`src/rtl/prog_loader.sv`:
```
// Boot-stage program loader: frames a byte stream into the CPU program memory and releases CPU reset.
// Optional trailer checksum is compiled in with `define LOADER_CHECKSUM_EN.
module prog_loader #(
    parameter logic [12:0] BASE_ADDR = 13'h0000,
    parameter logic [7:0]  SYNC_BYTE = 8'hA5
) (
    input  logic        clk,
    input  logic        reset,
    input  logic [7:0]  in_data,
    input  logic        in_valid,
    output logic        in_ready,
    input  logic        halt,
    output logic [12:0] mem_addr,
    output logic [7:0]  mem_wdata,
    output logic        mem_wr,
    output logic        cpu_reset_n,
    output logic        done,
    output logic        error
);

    typedef enum logic [2:0] {
        IDLE, LEN_HI, LEN_LO, LOAD, RUN, ERR
`ifdef LOADER_CHECKSUM_EN
        , CHK
`endif
    } state_t;

    state_t      state, state_next;
    logic        xfer;
    logic [7:0]  len_hi;
    logic [15:0] len;
    logic [13:0] len_end;
    logic        len_bad;
    logic [13:0] remaining;
    logic        last_byte;
    logic        accept_next;
    logic        stay_run;
    logic        write_byte;
    logic        enter_load;
    logic        rearm;
`ifdef LOADER_CHECKSUM_EN
    logic [7:0]  csum;
`endif

    assign xfer      = in_valid && in_ready;
    assign len       = {len_hi, in_data};
    assign len_end   = {1'b0, BASE_ADDR} + len[13:0];
    // A full 8 KB image (0x2000) is legal, so only bits above 13 reject outright; the sum catches the rest.
    assign len_bad   = (len[15:14] != 2'b00) || (len_end > 14'd8192);
    assign last_byte = (remaining == 14'd1);

    always_ff @(posedge clk or negedge reset) begin
        if (!reset) begin
            state <= IDLE;
        end else begin
            state <= state_next;
        end
    end

    always_comb begin
        state_next = state;
        case (state)
            IDLE:   if (xfer && in_data == SYNC_BYTE) state_next = LEN_HI;
            LEN_HI: if (xfer) state_next = LEN_LO;
            LEN_LO: begin
                if (xfer) begin
                    if (len_bad)
                        state_next = ERR;
                    else if (len == 16'd0)
`ifdef LOADER_CHECKSUM_EN
                        state_next = CHK;
`else
                        state_next = RUN;
`endif
                    else
                        state_next = LOAD;
                end
            end
            LOAD: begin
                if (xfer && last_byte)
`ifdef LOADER_CHECKSUM_EN
                    state_next = CHK;
`else
                    state_next = RUN;
`endif
            end
`ifdef LOADER_CHECKSUM_EN
            CHK:    if (xfer) state_next = (in_data == csum) ? RUN : ERR;
`endif
            RUN:    if (halt) state_next = IDLE;
            ERR:    state_next = ERR;
            default: state_next = IDLE;
        endcase
    end

    always_comb begin
        accept_next = !(state_next == RUN || state_next == ERR);
        stay_run    = (state == RUN) && (state_next == RUN);
        write_byte  = (state == LOAD) && xfer;
        enter_load  = (state == LEN_LO) && (state_next == LOAD);
        rearm       = (state == RUN) && (state_next == IDLE);
    end

    // CPU release lags the RUN transition by one cycle so it never overlaps the final write strobe.
    always_ff @(posedge clk or negedge reset) begin
        if (!reset) begin
            in_ready    <= 1'b0;
            mem_addr    <= BASE_ADDR;
            mem_wdata   <= '0;
            mem_wr      <= 1'b0;
            cpu_reset_n <= 1'b0;
            done        <= 1'b0;
            error       <= 1'b0;
            len_hi      <= '0;
            remaining   <= '0;
        end else begin
            in_ready    <= accept_next;
            mem_wr      <= write_byte;
            cpu_reset_n <= stay_run;
            done        <= stay_run;
            error       <= error || (state_next == ERR);
            if (write_byte)
                mem_wdata <= in_data;
            if (state == LEN_HI && xfer)
                len_hi <= in_data;
            if (enter_load || rearm)
                mem_addr <= BASE_ADDR;
            else if (mem_wr)
                mem_addr <= mem_addr + 13'd1;
            if (enter_load)
                remaining <= len[13:0];
            else if (write_byte)
                remaining <= remaining - 14'd1;
        end
    end

`ifdef LOADER_CHECKSUM_EN
    always_ff @(posedge clk or negedge reset) begin
        if (!reset) begin
            csum <= '0;
        end else if (state == LEN_LO) begin
            csum <= '0;
        end else if (write_byte) begin
            csum <= csum ^ in_data;
        end
    end
`endif

endmodule

```
`config.mk`:
```
export PLATFORM = sky130hd
export DESIGN_NAME = prog_loader
export DESIGN_NICKNAME = d
export VERILOG_FILES = /design/src/rtl/prog_loader.sv
export SDC_FILE = /design/constraint.sdc
export NUM_CORES = 1
export LEC_CHECK = 0
export ABC_AREA = 1
export CORE_MARGIN = 3
export CORE_UTILIZATION = 35
export DETAILED_ROUTE_END_ITERATION = 10
export PLACE_DENSITY = 0.54
export SYNTH_ARGS = -nofsm -noshare
export SYNTH_HDL_FRONTEND = slang
export SYNTH_SLANG_ARGS = --single-unit
export TNS_END_PERCENT = 5
```
`constraint.sdc`:
```
create_clock -name clk -period 4.05 [get_ports clk]
set_clock_uncertainty 0.05 [all_clocks]
set_input_delay 1.215 -clock clk [delete_from_list [all_inputs] [get_ports clk]]
set_output_delay 1.215 -clock clk [all_outputs]
set_load 0.05 [all_outputs]
```
# After elaboration in Yosys (flattened, before gate mapping)
# Index checks and enable logic that the tools add are counted.
[totals] in_bits=12 ramBits=0 n_memories=0 latch_bits=0 regBits=50 romBits=0
[op_classes] n_eq_ne=10 order_cmp=1 bitwise=0 shift=0 n_mux=12 reduce_logical=19 addsub=2 n_mul=0 div=0
[ops] cell="14-bit two-way mux" n=2
[ops] cell="13-bit two-way mux" n=2
[ops] cell="3-bit two-way mux" n=7
[ops] cell="3-bit one-hot mux with 6 select lines" n=1
[ops] cell="16-bit logical NOT" n=1
[ops] cell="14-bit by 1-bit equality test with 1-bit output (second input constant)" n=1
[ops] cell="14-bit > comparator (second input constant)" n=1
[ops] cell="14-bit by 1-bit subtractor with 14-bit output (second input constant)" n=1
[ops] cell="13-bit by 1-bit adder with 13-bit output (second input constant)" n=1
[ops] cell="3-bit equality test (second input constant)" n=4
[ops] cell="3-bit by 2-bit equality test with 1-bit output (second input constant)" n=3
[ops] cell="8-bit equality test (second input constant)" n=1
[ops] cell="1-bit logical AND" n=8
[ops] cell="3-bit logical NOT" n=2
[ops] cell="2-bit nonzero test" n=3
[ops] cell="1-bit logical OR" n=4
[ops] cell="3-bit by 1-bit equality test with 1-bit output (second input constant)" n=1
[ops] cell="1-bit logical NOT" n=1

# Logic depth before layout (Yosys ltp)
# Gate-level depths: netlist of the first run.
[depth] word_depth=9 ltp_mapped=12

# Worst setup path before layout of the first run
# No wires, ideal clock.
[synth_path] kind="input -> register" from="input in_data[4]" to="register remaining[0]" arrival_ns=2.161 setup_slack_ns=1.720 setup_ns=0.119 cell_stages=10 n_path_buf=1 cell_sequence="nor2_1 -> nand2_1 -> nor2_1 -> nand2_1 -> nand2_1 -> nand2_1 -> nand2_4 -> nand3_4 -> buf_6 -> o21a_1"
[synth_between] elab_chain_cells=8 elab_cells_between_ends=14
[synth_rtl] element="start, declared" line="9" source="input logic [7:0] in_data,"
[synth_rtl] element="14-bit > comparator or 16-bit logical NOT (tied branches)" line="49, 69"
[synth_rtl] element="1-bit logical OR or 3-bit two-way mux (tied branches)" line="49, 69"
[synth_rtl] element="3-bit two-way mux" line="67" source="if (len_bad)"
[synth_rtl] element="3-bit two-way mux" line="66" source="if (xfer) begin"
[synth_rtl] element="3-bit one-hot mux with 6 select lines (*)" line="62" source="case (state)"
[synth_rtl] element="3-bit by 2-bit equality test with 1-bit output (*)" line="100" source="enter_load = (state == LEN_LO) && (state_next == LOAD);"
[synth_rtl] element="1-bit logical AND (*)" line="100"
[synth_rtl] element="14-bit two-way mux or 2-bit nonzero test (tied branches)"
[synth_rtl] element="end signal, assigned" line="131" source="remaining <= len[13:0];"
[synth_rtl] element="end signal, assigned" line="133" source="remaining <= remaining - 14'd1;"
[synth_rtl] element="end, declared" line="34" source="logic [13:0] remaining;"
# Every way passes the cells marked *; elsewhere a longest branch is shown, timed or not.
# A chain may end at the register's enable or synchronous reset.

# Worst setup path after layout of the first run
[layout_path] from="register mem_wr" to="output mem_wr"
[layout_lines] element="start, declared" line="15" source="output logic mem_wr,"
[layout_lines] element="start signal, assigned" line="118" source="mem_wr <= write_byte;"
# No word-level cell between the ends.

==> out/results.ini, run 1 <==
[setup_path]
crit_type=reg2out
slowest_stage=clkdlybuf4s50_1
path_cells=clkdlybuf4s50_1
cp_num_buf_inv=1
start_kind=register
cp_max_fo=8
required_ns=2.78
crit_arrival_ns=1.71
critPathMaxStageDelay_ns=0.87
crit_path_end_kind=primary output
path_delay_family=buffers and inverters

[clock_tree]
hold_buffers=0
htreeDepth=2
cts_tree=built
numCtsBuffers=5
cts.clk_slew.worst_paths_ns=0.10
cts_num_sinks=50
clk_latency_ns=0.31
cts-root-buf=clkbuf_8
clk_path_buf_depth=2
post_cts_buffers=0
cts_resized=0

[finish]
nFillCells=739
nets=391
diodes=0
drive_gt1_share_pct=7.43
area_delta_synth_final_pct=18.8

[power]
ir_drop_uv=435
p_per_area_mw_per_mm2=624
p_leak_nw=1.51
finalPower_mw=2.03

[synth]
yosysTopAreaCell=dfrtp_1
yosysWarnings=0
synth_cell_type_count=32
synth_common_cells=nand2_1 (84), dfrtp_1 (50), nor2_1 (39), inv_1 (34), nand3_1 (34)
synth_area_leaders=dfrtp_1 (46%), nand2_1 (12%), nand3_1 (6.2%)
synthArstFlopShare_pct=100
syn_nets=357
netlist_instances=342
syn_area_mm2=0.00274
yosysSeqAreaShare_pct=45.7
yosys_most_used_dff=dfrtp_1
syn_area_per_cell_um2=8.00
yosys.area.top_type_share_pct=45.7
ys_ff_latch=50
synth_edf_count=0
yosysMostFrequentCell=nand2_1

[sta]
max_freq_mhz=336
finalSetupTns_ns=0
hold_viol=0
slew_headroom_pct=56.5
hold_ws_ns=0.422
rsz0062_at_grt=no
setup_viol=0
final-max-slew-violation-count=0
fin_crit_sh_pct=73.4
post-route-min-period_ns=2.97
worst_slew_pin_slew_ns=0.652

[placement]
gp_congestion=0.841
dpl.hpwl_um=4540
io_buffers=37

[detailed_routing]
post-route-drc-count=0
post_drt_wl_per_cell_um=12.8
drtIter0Drc=110
vias=2206
drt_wl_total_um=6110
firstDrtPassIters=4
ant_nets=0
viasPerCell=4.63

[global_routing]
grt_usage_pct=15.4
grt_pass1_vias=2221
antenna_found_initial=0
grt_max_degree=29
overflow=0
grt_pass1_wl_um=10900

[run]
cap_violations=0

[floorplanning]
start_util_pct=36.9
coreArea_mm2=0.00741
row_count=31
die-area_mm2=0.00891
die_x_um=94.4
die_height_um=94.4
io_pins=38

[run_status]
status=complete, no violations

[min_path]
hold_class=reg2reg

## power breakdown
| group | switching (mW) | internal, mW | total (mW) |
|---|---|---|---|
| registers | 0.146 | 0.666 | 0.813 |
| clock network | 0.174 | 0.122 | 0.296 |
| logic | 0.597 | 0.324 | 0.921 |
| total | 0.917 | 1.11 | 2.03 |
## cells by family after synthesis
kind of cell	after synthesis	share of synthesized area (%)
XOR/XNOR	22	7.05
buffers and inverters	49	8.01
adder cells (fa/ha/maj)	3	1.37
AO/OA/AOI/OAI	26	5.40
flip-flops	50	45.7
AND/OR/NAND/NOR	191	32.1
multiplexers	1	0.366
## sequential cells by signal, summed over array words and instances (netlist names)
name and cells:
remaining 14, mem_addr 13, len_hi 8, mem_wdata 8, state 3, done 1
error 1, in_ready 1, mem_wr 1
## cell usage in the layout, fill, tap and decap left out, types with 3 or more instances in the layout
master and n:
clkdlybuf4s50_1 36, inv_1 34, nor2_1 39, nor3_1 3, buf_4 3, xnor2_1 8
nor2_2 3, or2_2 3, a21oi_1 3, dfrtp_1 50, ha_1 3, clkbuf_8 5
nand3_1 34, o21ai_0 19, xor2_1 14, nand2_1 84, nand4_1 15
## metrics by stage
stage          util, %  std cells  setup slack (ns)  area, um2
2_1_floorplan        -        342              1.72       2740
3_3_place_gp      42.7        468             0.875       3160
3_5_place_dp      42.7        468             0.891       3160
4_1_cts           43.9        476              1.05       3250
5_1_grt           43.9        476              1.01       3250
6_report          43.9        476              1.08       3250
## metal layers
metal,global-route usage [%],vias to the layer above,wire length (um)
li1,-,1160,-
met1,21.8,1000,3050
met2,24.6,41,2790
met3,2.79,5,210
met4,3.61,0,54
met5,0,-,0
## area by class of cell
cell class / count / area, um2 / share of cell area (%)
clock buffer: 5 / 68.8 / 2.12
clock inverter: 3 / 18.8 / 0.577
inverter: 36 / 135 / 4.16
multi-input combinational: 243 / 1260 / 38.9
sequential: 50 / 1250 / 38.5
tap: 99 / 124 / 3.81
timing repair buffer: 40 / 388 / 11.9
## worst paths after layout
check                      depth (start not counted)           end     start  slack (ns)
setup / recovery                                   1        mem_wr    mem_wr        1.08
hold / removal                                     1         error     error        0.42
setup reg to reg                                   8  remaining[0]  in_ready        2.16
hold reg to reg                                    1         error     error        0.42
max in group asynchronous                          2  remaining[7]     reset        2.33
min in group asynchronous                          1      state[1]     reset        0.87
No activity file was read; power rests on OpenSTA's default activity.
==> run 2, diff against run 1 <==
Settings changed: PLACE_DENSITY 0.54 to 0.56.
Clock period 4.05 ns to 2.4 ns, I/O delays scaled along.
==> run 2 against run 1 <==
  * Count of clock-buffer cells in the layout grew 1
  * Setup slack lost 1.0 ns
  * Global-route usage shrank 0.49 points
  * Sequential share of layout area shrank 1.5 points
  * Worst hold slack lost 0.074 ns
  * Total power grew 72%
  * Via count grew 3.2%
  * Critical path depth is the same
  * Flip-flop and latch count is the same
  * Die area is the same
  * Non-clock buffer count grew 13
  * Critical endpoint is now mem_addr[8]
==> out/results.ini, run 2 (synthesized netlist as in run 1, its figures left out) <==
[run_status]
status=complete, no violations  ; unchanged

[finish]
largest_reg_flops=14  ; unchanged
diodes=0  ; unchanged
final_cell_count_no_fill=489  ; was 476
reg.largest.list=remaining: 14 flops, mem_addr: 13 flops  ; unchanged
fin_area_mm2=0.00338  ; was 0.00325 mm2
layout_commonest_cell=nand2_1  ; unchanged
area_delta_synth_final_pct=23.7  ; was 18.8%
nets=404  ; was 391
drive_gt1_share_pct=10.8  ; was 7.43%
top_register=remaining  ; unchanged
layout.cells.most_common_list=nand2_1 (84), dfrtp_1 (50), nor2_1 (39)  ; unchanged
fin_util_pct=45.7  ; was 43.9%

[power]
ir_drop_uv=561  ; was 435 uV
p_leak_nw=1.69  ; was 1.51 nW
p_per_area_mw_per_mm2=1030  ; was 624 mW/mm2
finalPower_mw=3.49  ; was 2.03 mW

[setup_path]
critPathMaxStageDelay_ns=0.83  ; was 0.87 ns
required_ns=1.63  ; was 2.78 ns
cp_num_buf_inv=1  ; unchanged
path_delay_family=buffers and inverters  ; unchanged
cp_max_fo=4  ; was 8
slowest_stage=clkdlybuf4s50_1  ; unchanged
path_cells=clkdlybuf4s50_1  ; unchanged
start_kind=register  ; unchanged
crit_path_end_kind=primary output  ; unchanged
crit_arrival_ns=1.56  ; was 1.71 ns
crit_type=reg2out  ; unchanged

[floorplanning]
io_pins=38  ; unchanged
start_util_pct=36.9  ; unchanged
row_count=31  ; unchanged
coreArea_mm2=0.00741  ; unchanged
die_x_um=94.4  ; unchanged
die_height_um=94.4  ; unchanged
die-area_mm2=0.00891  ; unchanged

[sta]
max_freq_mhz=430
worst_slack_ns=0.0724  ; was 1.08 ns
rsz0062_at_grt=no  ; unchanged
hold_viol=0  ; unchanged
finalSetupTns_ns=0  ; unchanged
worst_slew_pin_slew_ns=0.507  ; was 0.652 ns
post-route-min-period_ns=2.33
hold_ws_ns=0.348  ; was 0.422 ns
fin_crit_sh_pct=97.0
setup_viol=0  ; unchanged
slew_headroom_pct=66.1  ; was 56.5%
final-max-slew-violation-count=0  ; unchanged

[placement]
dpl.hpwl_um=4400  ; was 4540 um
place_area_mm2=0.00328  ; was 0.00316 mm2
dpl_worst_slack_ns=-0.0460  ; was 0.891 ns
dp_cells=481  ; was 468
gp_congestion=0.799  ; was 0.841
io_buffers=37  ; unchanged

[clock_tree]
numCtsBuffers=5  ; unchanged
post_cts_buffers=0  ; unchanged
cts_num_sinks=50  ; unchanged
cts-root-buf=clkbuf_8  ; unchanged
cts.clk_slew.worst_paths_ns=0.09  ; was 0.10 ns
htreeDepth=2  ; unchanged
hold_buffers=0  ; unchanged
clk_latency_ns=0.30  ; was 0.31 ns
cts_tree=built  ; unchanged
cts_resized=0  ; unchanged
clk_path_buf_depth=2  ; unchanged

[detailed_routing]
post_drt_wl_per_cell_um=12.3  ; was 12.8 um
vias=2276  ; was 2206
viasPerCell=4.65  ; was 4.63
ant_nets=0  ; unchanged
drtIter0Drc=152  ; was 110
firstDrtPassIters=5  ; was 4
drt_wl_total_um=6030  ; was 6110 um
post-route-drc-count=0  ; unchanged

[min_path]
hold_class=in2async  ; was reg2reg

[global_routing]
overflow=0  ; unchanged
grt_pass1_wl_um=10500  ; was 10900 um
grt_pass1_vias=2219  ; was 2221
grt_usage_pct=14.9  ; was 15.4%
grt_max_degree=51  ; was 29
antenna_found_initial=0  ; unchanged

[run]
cap_violations=0  ; unchanged

## run 2: cell count changes in the layout (fill, tap and decap cells not counted)
cell	change
dlymetal6s2s_1	+6
inv_6	-1
clkinv_4	+1
clkbuf_1	+1
clkinv_2	-1
clkdlybuf4s50_1	-8
buf_12	+2
buf_4	+13
## run 2: power by group
| part | switching, mW | internal [mW] | leakage (nW) |
|---|---|---|---|
| combinational | 1.02 | 0.618 | 1.01 |
| clock | 0.281 | 0.206 | 0.0452 |
| sequential | 0.240 | 1.12 | 0.640 |
## run 2: layer usage
| metal | share of wire [%] | vias up | track usage [%] |
|---|---|---|---|
| li1 | - | 1178 | - |
| met1 | 46 | 1046 | 19.9 |
| met2 | 49 | 44 | 24.3 |
| met3 | 3.7 | 8 | 3.11 |
| met4 | 1.1 | 0 | 4.81 |
| met5 | 0 | - | 0 |
## run 2: worst paths after layout
| check | from | endpoint | slack [ns] | cells after the start |
|---|---|---|---|---|
| max | mem_addr[8] | mem_addr[8] | 0.07 | 1 |
| min | reset | remaining[3] | 0.35 | 2 |
| max reg2reg | len_hi[7] | remaining[0] | 0.72 | 9 |
| min reg2reg | error | error | 0.41 | 1 |
| max in group asynchronous | reset | mem_addr[11] | 1.73 | 2 |
| min in group clk | error | error | 0.41 | 1 |
## run 2: final cells by class
| class | instances | area [um2] |
|---|---|---|
| clock buffer | 6 | 72.6 |
| multi-input combinational | 243 | 1260 |
| sequential | 50 | 1250 |
| timing repair buffer | 53 | 520 |
| tap | 99 | 124 |
| fill | 750 | 4030 |
| inverter | 36 | 135 |
| clock inverter | 2 | 13.8 |
==> run 3, diff against run 2 <==
Settings changed: GPL_TIMING_DRIVEN set to 0.
==> run 3 against run 2 <==
  * Final cell count shrank 0.41%
  * Highest routed layer unchanged
  * Utilization is 0.44 points lower
  * Via count is 0.66% lower
  * Non-clock buffer count decreased by 2
  * Total power about the same
  * First-iteration DRC count decreased by 56%
  * Global-route usage up 0.21 points
  * Clock power rose by 5.3%
  * Maximum frequency is 0.63% lower
  * Combinational power barely moved
  * Die area is the same
  * Wire length grew 2.0%
==> out/results.ini, run 3 (synthesized netlist as in run 1, its figures left out) <==
[run_status]
status=complete, no violations  ; unchanged

[detailed_routing]
post_drt_wl_per_cell_um=12.6  ; was 12.3 um
drt_wl_total_um=6150  ; was 6030 um
vias=2261  ; was 2276
firstDrtPassIters=5  ; unchanged
post-route-drc-count=0  ; unchanged
viasPerCell=4.64  ; was 4.65
drtIter0Drc=67  ; was 152
ant_nets=0  ; unchanged

[clock_tree]
hold_buffers=0  ; unchanged
clk_path_buf_depth=2  ; unchanged
numCtsBuffers=5  ; unchanged
htreeDepth=2  ; unchanged
clk_latency_ns=0.30  ; about the same
cts_tree=built  ; unchanged
cts_num_sinks=50  ; unchanged
cts-root-buf=clkbuf_8  ; unchanged
cts.clk_slew.worst_paths_ns=0.09  ; about the same
post_cts_buffers=0  ; unchanged
cts_resized=0  ; unchanged

[sta]
hold_viol=0  ; unchanged
fin_crit_sh_pct=97.6  ; was 97.0%
worst_slew_pin_slew_ns=0.505  ; was 0.507 ns
rsz0062_at_grt=no  ; unchanged
slew_headroom_pct=66.3  ; was 66.1%
hold_ws_ns=0.302  ; was 0.348 ns
max_freq_mhz=427  ; was 430 MHz
setup_viol=0  ; unchanged
final-max-slew-violation-count=0  ; unchanged
post-route-min-period_ns=2.34  ; was 2.33 ns

[floorplanning]
die_x_um=94.4  ; unchanged
row_count=31  ; unchanged
start_util_pct=36.9  ; unchanged
coreArea_mm2=0.00741  ; unchanged
io_pins=38  ; unchanged
die_height_um=94.4  ; unchanged
die-area_mm2=0.00891  ; unchanged

[setup_path]
crit_path_end_kind=primary output  ; unchanged
critPathMaxStageDelay_ns=0.83  ; about the same
path_cells=clkdlybuf4s50_1  ; unchanged
crit_type=reg2out  ; unchanged
cp_max_fo=5  ; was 4
timing.rr.end=mem_addr[10]  ; was remaining[0]
slowest_stage=clkdlybuf4s50_1  ; unchanged
r2r_cells=11  ; was 9
critPathLaunch=mem_addr[4]  ; was mem_addr[8]
required_ns=1.63  ; about the same
r2r_start=len_hi[2]  ; was len_hi[7]
rrSetupSlack_ns=0.67  ; was 0.72 ns
cp_num_buf_inv=1  ; unchanged
start_kind=register  ; unchanged
path_delay_family=buffers and inverters  ; unchanged
crit_arrival_ns=1.57  ; was 1.56 ns

[finish]
reg.largest.list=remaining: 14 flops, mem_addr: 13 flops  ; unchanged
nFillCells=753  ; was 750
largest_reg_flops=14  ; unchanged
drive_gt1_share_pct=9.02  ; was 10.8%
diodes=0  ; unchanged
layout.cells.most_common_list=nand2_1 (84), dfrtp_1 (50), nor2_1 (39)  ; unchanged
top_register=remaining  ; unchanged
layout_commonest_cell=nand2_1  ; unchanged
nets=402  ; was 404
fin_util_pct=45.2  ; was 45.7%
area_delta_synth_final_pct=22.5  ; was 23.7%

[global_routing]
antenna_found_initial=0  ; unchanged
grt_pass1_wl_um=10700  ; was 10500 um
grt_max_degree=34  ; was 51
grt_usage_pct=15.1  ; was 14.9%
overflow=0  ; unchanged
grt_pass1_vias=2279  ; was 2219

[min_path]
hold_class=in2async  ; unchanged

[placement]
gp_congestion=0.829  ; was 0.799
io_buffers=37  ; unchanged
dpl.hpwl_um=4760  ; was 4400 um

[power]
p_leak_nw=1.61  ; was 1.69 nW
ir_drop_uv=485  ; was 561 uV
p_per_area_mw_per_mm2=1040  ; was 1030 mW/mm2

[run]
cap_violations=0  ; unchanged

-- run 3: changes by cell type in the layout (fill, tap and decap cells not counted), moves of 3 or more --
cell	delta
clkdlybuf4s50_1	+5
buf_6	+3
clkbuf_1	+3
buf_2	+3
buf_4	-14
dlymetal6s2s_1	-3
-- run 3: where the power goes --
group	switching (mW)	internal, mW	leakage [nW]
combinational	1.02	0.596	0.923
clock	0.282	0.232	0.0472
sequential	0.234	1.12	0.640
-- run 3: how the worst max path moves through the flow --
stage | endpoint | slack, ns | depth (start not counted)
after global routing | remaining[5] | 0.002 | 12
after CTS | mem_addr[0] | 0.02 | 1
final | mem_addr[4] | 0.06 | 1
after global placement | state[0] | -1.05 | 1
after floorplan | mem_addr[12] | 0.52 | 8
after detailed placement | mem_addr[10] | -0.13 | 12
-- run 3: layout make-up --
class                      count  area [um2]  share of cell area, %
buffer                        13        86.3                   2.58
sequential                    50        1250                   37.4
inverter                      36         135                   4.03
clock buffer                   6        82.6                   2.47
clock inverter                 2        12.5                  0.374
multi-input combinational    243        1260                   37.8
tap                           99         124                   3.70
timing repair buffer          38         393                   11.7
-- run 3: per-stage QoR --
step | area (um2) | total power, mW | setup TNS [ns] | setup slack [ns] | instances
floorplan | 2740 | 2.54 | 0 | 0.524 | 342
global placement | 3230 | 2.99 | -54.46 | -1.05 | 478
detailed placement | 3240 | 3.00 | -2.89 | -0.127 | 479
CTS | 3340 | 3.53 | 0 | 0.0211 | 487
global route | 3350 | 3.79 | 0 | 0.00159 | 487
finish | 3350 | 3.49 | 0 | 0.0576 | 487
-- run 3: metal layers --
layer	share of wire, %	up-vias	track usage [%]
met4	0.93	0	3.61
met1	48	1038	20.0
met5	0	-	0
li1	-	1186	-
met2	48	31	25.7
met3	3.3	6	2.87
